===== config.mk =====
export PLATFORM = sky130hd
export DESIGN_NAME = cdb_arbiter
export DESIGN_NICKNAME = d
export VERILOG_FILES = /design/src/rtl/tomasulo_pkg.sv /design/src/rtl/rr_arbiter.sv /design/src/rtl/cdb_arbiter.sv
export SDC_FILE = /design/constraint.sdc
export NUM_CORES = 1
export LEC_CHECK = 0
export BUFFER_PORTS_ARGS = -buffer_cell sky130_fd_sc_hd__clkbuf_2
export CAP_MARGIN = 30
export CORE_UTILIZATION = 45
export CTS_CLUSTER_DIAMETER = 50
export DETAILED_ROUTE_END_ITERATION = 7
export PLACE_DENSITY_LB_ADDON = 0.2
export SLEW_MARGIN = 5
export SYNTH_ARGS = -nofsm -noshare
export SYNTH_HDL_FRONTEND = slang
export SYNTH_SLANG_ARGS = --single-unit
export TNS_END_PERCENT = 50

===== constraint.sdc =====
create_clock -name clk -period 8.14 [get_ports clk]
set_clock_uncertainty 0.05 [all_clocks]
set_input_delay 1.221 -clock clk [delete_from_list [all_inputs] [get_ports clk]]
set_output_delay 1.221 -clock clk [all_outputs]
set_load 0.005 [all_outputs]

===== src/rtl/tomasulo_pkg.sv =====
// Shared Tomasulo definitions: datapath widths, reserved tag, ICC bit layout
// and the Common Data Bus message carried by every result path.
package tomasulo_pkg;

  localparam int TAG_W = 5;
  localparam int VAL_W = 32;
  localparam int ICC_W = 4;

  // All-ones tag marks "no producer"; also the idle value of the CDB tag.
  localparam logic [TAG_W-1:0] INVALID_TAG = 5'b11111;

  // ICC flags are ordered {c, v, z, n}.
  localparam int ICC_C = 3;
  localparam int ICC_V = 2;
  localparam int ICC_Z = 1;
  localparam int ICC_N = 0;

  typedef struct packed {
    logic [TAG_W-1:0] tag;
    logic [VAL_W-1:0] val;
    logic [ICC_W-1:0] icc;
    logic             icc_valid;
  } cdb_msg_t;

endpackage


===== src/rtl/rr_arbiter.sv =====
// Round-robin arbiter: one-hot grant to the first requester at or after the
// pointer; the pointer moves past the winner whenever advance is high.
module rr_arbiter #(
  parameter int N = 4
) (
  input  logic         clk,
  input  logic         rst,
  input  logic [N-1:0] req,
  input  logic         advance,
  output logic [N-1:0] grant
);

  localparam int PTR_W = (N > 1) ? $clog2(N) : 1;

  logic [PTR_W-1:0] ptr_q, ptr_d;
  logic [PTR_W-1:0] win_idx;
  logic             found;

  // Modulo-N add; N need not be a power of two.
  function automatic logic [PTR_W-1:0] wrap_add(logic [PTR_W-1:0] base, int off);
    int s;
    s = int'(base) + off;
    if (s >= N) s = s - N;
    return PTR_W'(s);
  endfunction

  always_comb begin
    // NOTE: every output of this block is given a default first, so no path
    // leaves a value unassigned and no latch is inferred.
    grant   = '0;
    found   = 1'b0;
    win_idx = ptr_q;
    for (int i = 0; i < N; i++) begin
      if (!found && req[wrap_add(ptr_q, i)]) begin
        found   = 1'b1;
        win_idx = wrap_add(ptr_q, i);
      end
    end
    if (found) grant[win_idx] = 1'b1;

    ptr_d = ptr_q;
    if (advance && found) ptr_d = wrap_add(win_idx, 1);
  end

  always_ff @(posedge clk) begin
    // NOTE: state is updated with non-blocking assignments so every register
    // samples pre-edge values regardless of statement order.
    if (rst) ptr_q <= '0;
    else     ptr_q <= ptr_d;
  end

endmodule


===== src/rtl/cdb_arbiter.sv =====
// Common Data Bus arbiter: one-entry holding register per reservation station,
// round-robin selection, and a registered single-cycle CDB broadcast.
module cdb_arbiter
  import tomasulo_pkg::*;
#(
  parameter int NUM_SRC = 4
) (
  input  logic                     clk,
  input  logic                     rst,
  input  logic [NUM_SRC-1:0]       in_req_valid,
  output logic [NUM_SRC-1:0]       out_req_ready,
  input  logic [NUM_SRC*TAG_W-1:0] in_req_tag,
  input  logic [NUM_SRC*VAL_W-1:0] in_req_val,
  input  logic [NUM_SRC*ICC_W-1:0] in_req_icc,
  input  logic [NUM_SRC-1:0]       in_req_icc_valid,
  output logic                     out_CDB_broadcast,
  output logic [TAG_W-1:0]         out_CDB_tag,
  output logic [VAL_W-1:0]         out_CDB_val,
  output logic [ICC_W-1:0]         out_CDB_icc,
  output logic                     out_CDB_icc_valid,
  output logic                     out_bad_tag
);

  logic [NUM_SRC-1:0] hold_full_q, hold_full_d;
  logic [NUM_SRC-1:0] grant;
  logic [NUM_SRC-1:0] accept;
  logic [NUM_SRC-1:0] store;
  cdb_msg_t           hold_q [NUM_SRC];
  cdb_msg_t           cdb_q;
  cdb_msg_t           cdb_sel;
  logic               cdb_bcast_q;
  logic               bad_tag_q;

  // Only results already sitting in a holding register compete; a grant is
  // always consumed, so the pointer advances on every grant.
  rr_arbiter #(.N(NUM_SRC)) u_rr (
    .clk     (clk),
    .rst     (rst),
    .req     (hold_full_q),
    .advance (1'b1),
    .grant   (grant)
  );

  // Ready includes the grant so a register drained this cycle can refill at
  // the same edge, sustaining one result per cycle per source.
  assign out_req_ready = rst ? '0 : (~hold_full_q | grant);

  always_comb begin
    cdb_sel     = '0;
    hold_full_d = hold_full_q;
    for (int k = 0; k < NUM_SRC; k++) begin
      accept[k] = in_req_valid[k] & out_req_ready[k];
      store[k]  = accept[k] && (in_req_tag[k*TAG_W +: TAG_W] != INVALID_TAG);
      if (grant[k]) cdb_sel = hold_q[k];
      if (store[k])      hold_full_d[k] = 1'b1;
      else if (grant[k]) hold_full_d[k] = 1'b0;
    end
  end

  always_ff @(posedge clk) begin
    if (rst) begin
      hold_full_q <= '0;
      cdb_bcast_q <= 1'b0;
      cdb_q       <= '{tag: INVALID_TAG, val: '0, icc: '0, icc_valid: 1'b0};
      bad_tag_q   <= 1'b0;
    end else begin
      hold_full_q <= hold_full_d;
      cdb_bcast_q <= |grant;
      if (|grant) cdb_q           <= cdb_sel;
      else        cdb_q.icc_valid <= 1'b0;
      if (|(accept & ~store)) bad_tag_q <= 1'b1;
    end
  end

  // NOTE: payload storage has no reset; hold_full_q alone says whether an
  // entry is meaningful, so clearing the data would buy nothing.
  always_ff @(posedge clk) begin
    for (int k = 0; k < NUM_SRC; k++) begin
      if (store[k]) begin
        hold_q[k] <= '{tag:       in_req_tag[k*TAG_W +: TAG_W],
                       val:       in_req_val[k*VAL_W +: VAL_W],
                       icc:       in_req_icc[k*ICC_W +: ICC_W],
                       icc_valid: in_req_icc_valid[k]};
      end
    end
  end

  assign out_CDB_broadcast = cdb_bcast_q;
  assign out_CDB_tag       = cdb_q.tag;
  assign out_CDB_val       = cdb_q.val;
  assign out_CDB_icc       = cdb_q.icc;
  assign out_CDB_icc_valid = cdb_q.icc_valid;
  assign out_bad_tag       = bad_tag_q;

endmodule


==> load_flow_metrics.sql <==
INSERT INTO impl_metrics (metric_group, metric, value, unit) VALUES
('floorplan', 'start_util', '0.467', ''),
('clock_network', 'cts.htree.levels', '1', ''),
('drt', 'detailroute.via_count', '5764', ''),
('status', 'status', 'completed', ''),
('critical_path', 'rrSetupSlack', '4.32', 'ns'),
('job', 'maxCapViolations', '0', ''),
('critical_path', 'worstPathCellList', 'o21bai_1, a21oi_1, a221oi_1, ha_4, nor2_1, nor2_1, clkbuf_2', ''),
('grt', 'grtUsageMet1', '0.288', ''),
('drt', 'vias_per_cell', '5.53', ''),
('grt', 'antenna_found_initial', '2', ''),
('cells_and_area', 'final_core_utilization', '0.598', ''),
('logic_synthesis', 'synth_top_cells_by_area', 'edfxtp_1, dfxtp_1, a21oi_1', ''),
('timing', 'worst_slew_pin_slew', '0.985', 'ns'),
('logic_synthesis', 'yosys_warnings', '0', ''),
('placement', 'place_hpwl', '13.2', 'mm'),
('logic_synthesis', 'synthFlopType', 'edfxtp_1', ''),
('critical_path', 'r2r_start', 'hold_full_q[3]', ''),
('critical_path', 'worst-r2r-cell-count', '8', ''),
('cells_and_area', 'insertedDiodeCount', '0', ''),
('grt', 'grt_start_max_net_pins', '86', ''),
('floorplan', 'rows', '48', ''),
('critical_path', 'critical_path.max_stage_delay', '0.86', 'ns'),
('min_path', 'min_delay_path_depth', '2', ''),
('timing', 'fmaxAchievable', '216', 'MHz'),
('timing', 'min_period', '4.64', 'ns'),
('grt', 'global_route.overflow_total', '0', ''),
('drt', 'drt_iter0_markers', '411', ''),
('critical_path', 'worstSetupPathDepth', '7', ''),
('floorplan', 'fp.dieArea', '18800', 'sq um'),
('critical_path', 'start_kind', 'flop', ''),
('placement', 'pre_cts_ws', '3.94', 'ns'),
('timing', 'fin_setup_tns', '0', 'ns'),
('min_path', 'path_class_of_the_lowest_slack_min_delay_path', 'reg2reg', ''),
('drt', 'drt_pre_antenna_iters', '5', ''),
('critical_path', 'endpoint_kind', 'output pin', ''),
('logic_synthesis', 'netlist.area_leader.share', '0.615', ''),
('grt', 'grt_pass1_wl', '30.9', 'mm'),
('clock_network', 'clock_path_buffers', '3', ''),
('critical_path', 'worstPathBufferInverterCount', '1', ''),
('clock_network', 'root_buffer_cell', 'clkbuf_16', ''),
('floorplan', 'die_w', '137', 'microns'),
('floorplan', 'ios', '222', ''),
('critical_path', 'cpLargestDelayFamily', 'compound AO/OA/AOI/OAI gates', ''),
('drt', 'route.antenna.remaining_nets', '0', ''),
('floorplan', 'core_area', '17500', 'sq um'),
('logic_synthesis', 'mappedNetlistArea', '8200', 'sq um'),
('drt', 'drcViolationCount', '0', ''),
('critical_path', 'worst-endpoint-required', '6.87', 'ns'),
('cells_and_area', 'nFillCells', '1397', ''),
('timing', 'timing.final.ws_setup', '3.50', 'ns'),
('logic_synthesis', 'net_count_after_synthesis', '760', ''),
('grt', 'via_count_of_the_first_global_routing_pass', '5697', ''),
('timing', 'rsz0062_at_grt', 'false', ''),
('clock_network', 'clkTransAtPathRegs', '0.06', 'ns'),
('logic_synthesis', 'seq_area_frac_synth', '0.738', ''),
('cells_and_area', 'flow.area_growth_from_synthesis', '27.9', '%'),
('cells_and_area', 'layout.nets', '975', ''),
('clock_network', 'clock_sinks', '218', ''),
('timing', 'slew-limit-headroom', '0.343', ''),
('clock_network', 'cts_repair_resize_count', '0', ''),
('power_and_ir_drop', 'leakage', '4.23', 'nW'),
('clock_network', 'cts.repair_timing.setup_buffer_count', '0', ''),
('critical_path', 'path_common_cell', 'nor2_1', ''),
('logic_synthesis', 'syn_inst', '582', ''),
('critical_path', 'critPathKind', 'reg2out', ''),
('critical_path', 'cp_slowest_cell', 'ha_4', ''),
('drt', 'postRouteWirelength', '20.7', 'mm'),
('critical_path', 'critPathLaunch', 'hold_full_q[3]', ''),
('cells_and_area', 'final_layout_size_suffix_gt1_frac', '0.349', ''),
('timing', 'slew_viol_final', '0', ''),
('critical_path', 'timing.critical_path.fanout_max', '85', '');
[layer usage]
layer	vias to the layer above	share of wire
li1	2680	-
met1	2753	0.41
met2	289	0.48
met3	38	0.082
met4	4	0.026
met5	-	0.0012
[cell type report]
class / count / area [sq um] / area share
clock buffers: 34 / 711 / 0.0678
inverters: 42 / 158 / 0.0150
repair buffers: 230 / 1240 / 0.119
multi-input cells: 279 / 1850 / 0.176
clock inverters: 14 / 200 / 0.0191
well taps: 225 / 282 / 0.0268
flip-flops and latches: 218 / 6050 / 0.577
[metrics by stage]
stage | total power [mW] | hold slack, ns | std cells | instance area, sq um
finish | 3.27 | 0.445 | 1042 | 10500
global placement | 2.04 | 0.419 | 989 | 9470
global route | 3.41 | 0.475 | 1042 | 10500
CTS | 3.29 | 0.440 | 1040 | 10400
floorplan | 1.82 | 0.414 | 582 | 8200
detailed placement | 2.08 | 0.418 | 992 | 9540
[sequential cells by signal (all words and copies together), names as in the netlist, 2 cells and up]
name,cells
hold_full_q,4
out_CDB_icc,4
u_rr.ptr_q,2
out_CDB_val,32
out_CDB_tag,5
hold_q,168
[cell families after synthesis]
| logic type | share of synthesized area |
|---|---|
| compound gates | 0.167 |
| buf+inv | 0.0438 |
| simple gates | 0.0446 |
| fa+ha+maj | 0.00611 |
| mux | 0.00122 |
| flops | 0.738 |
[synthesized netlist by cell type (4+ instances only)]
library cell / instances
edfxtp_1: 168
a21oi_1: 79
dfxtp_1: 50
a221oi_1: 41
inv_1: 41
o21ai_1: 38
a211o_1: 36
clkbuf_1: 23
nor2_1: 15
buf_2: 14
nand2_1: 10
nand3_1: 8
nor2b_1: 7
and3_1: 5
nand4_1: 5
or4_1: 5
buf_4: 4
ha_1: 4
[report_power, final]
group | switching (mW) | internal [mW] | total, mW
clock network | 0.461 | 0.748 | 1.21
logic | 0.379 | 0.295 | 0.674
registers | 0.0614 | 1.33 | 1.39
total | 0.902 | 2.37 | 3.27
[tightest hold or removal path, stage by stage (launching register included)]
cell,delay (ns)
dfxtp_1,0.34
nand2_1,0.05
nand4_1,0.07
[placed cells by master (no fill, tap or decap), types with 3 or more instances in the layout]
cell type and n:
a211o_1 36, a21oi_1 79, a221oi_1 41, and3_1 3, buf_12 4, buf_4 4, bufinv_16 4, clkbuf_1 5
clkbuf_16 26, clkbuf_2 221, clkbuf_8 3, dfxtp_1 50, edfxtp_1 168, inv_1 41, inv_6 3, nand2_1 10
nand2b_1 3, nand3_1 8, nand4_1 5, nor2_1 15, nor2b_1 7, o21ai_0 3, o21ai_1 38, or4_1 4
[how the worst min path moves through the flow]
stage	start	endpoint	slack, ns
after floorplan	hold_q[3][37]	out_CDB_tag[0]	0.41
after CTS	out_CDB_tag[2]	out_CDB_tag[2]	0.44
after global routing	out_CDB_tag[2]	out_CDB_tag[2]	0.47
final	out_CDB_tag[4]	out_CDB_tag[4]	0.45
after global placement	out_CDB_tag[0]	out_CDB_tag[0]	0.42
after detailed placement	out_CDB_tag[0]	out_CDB_tag[0]	0.42
Power figures use the tool's default switching activity.
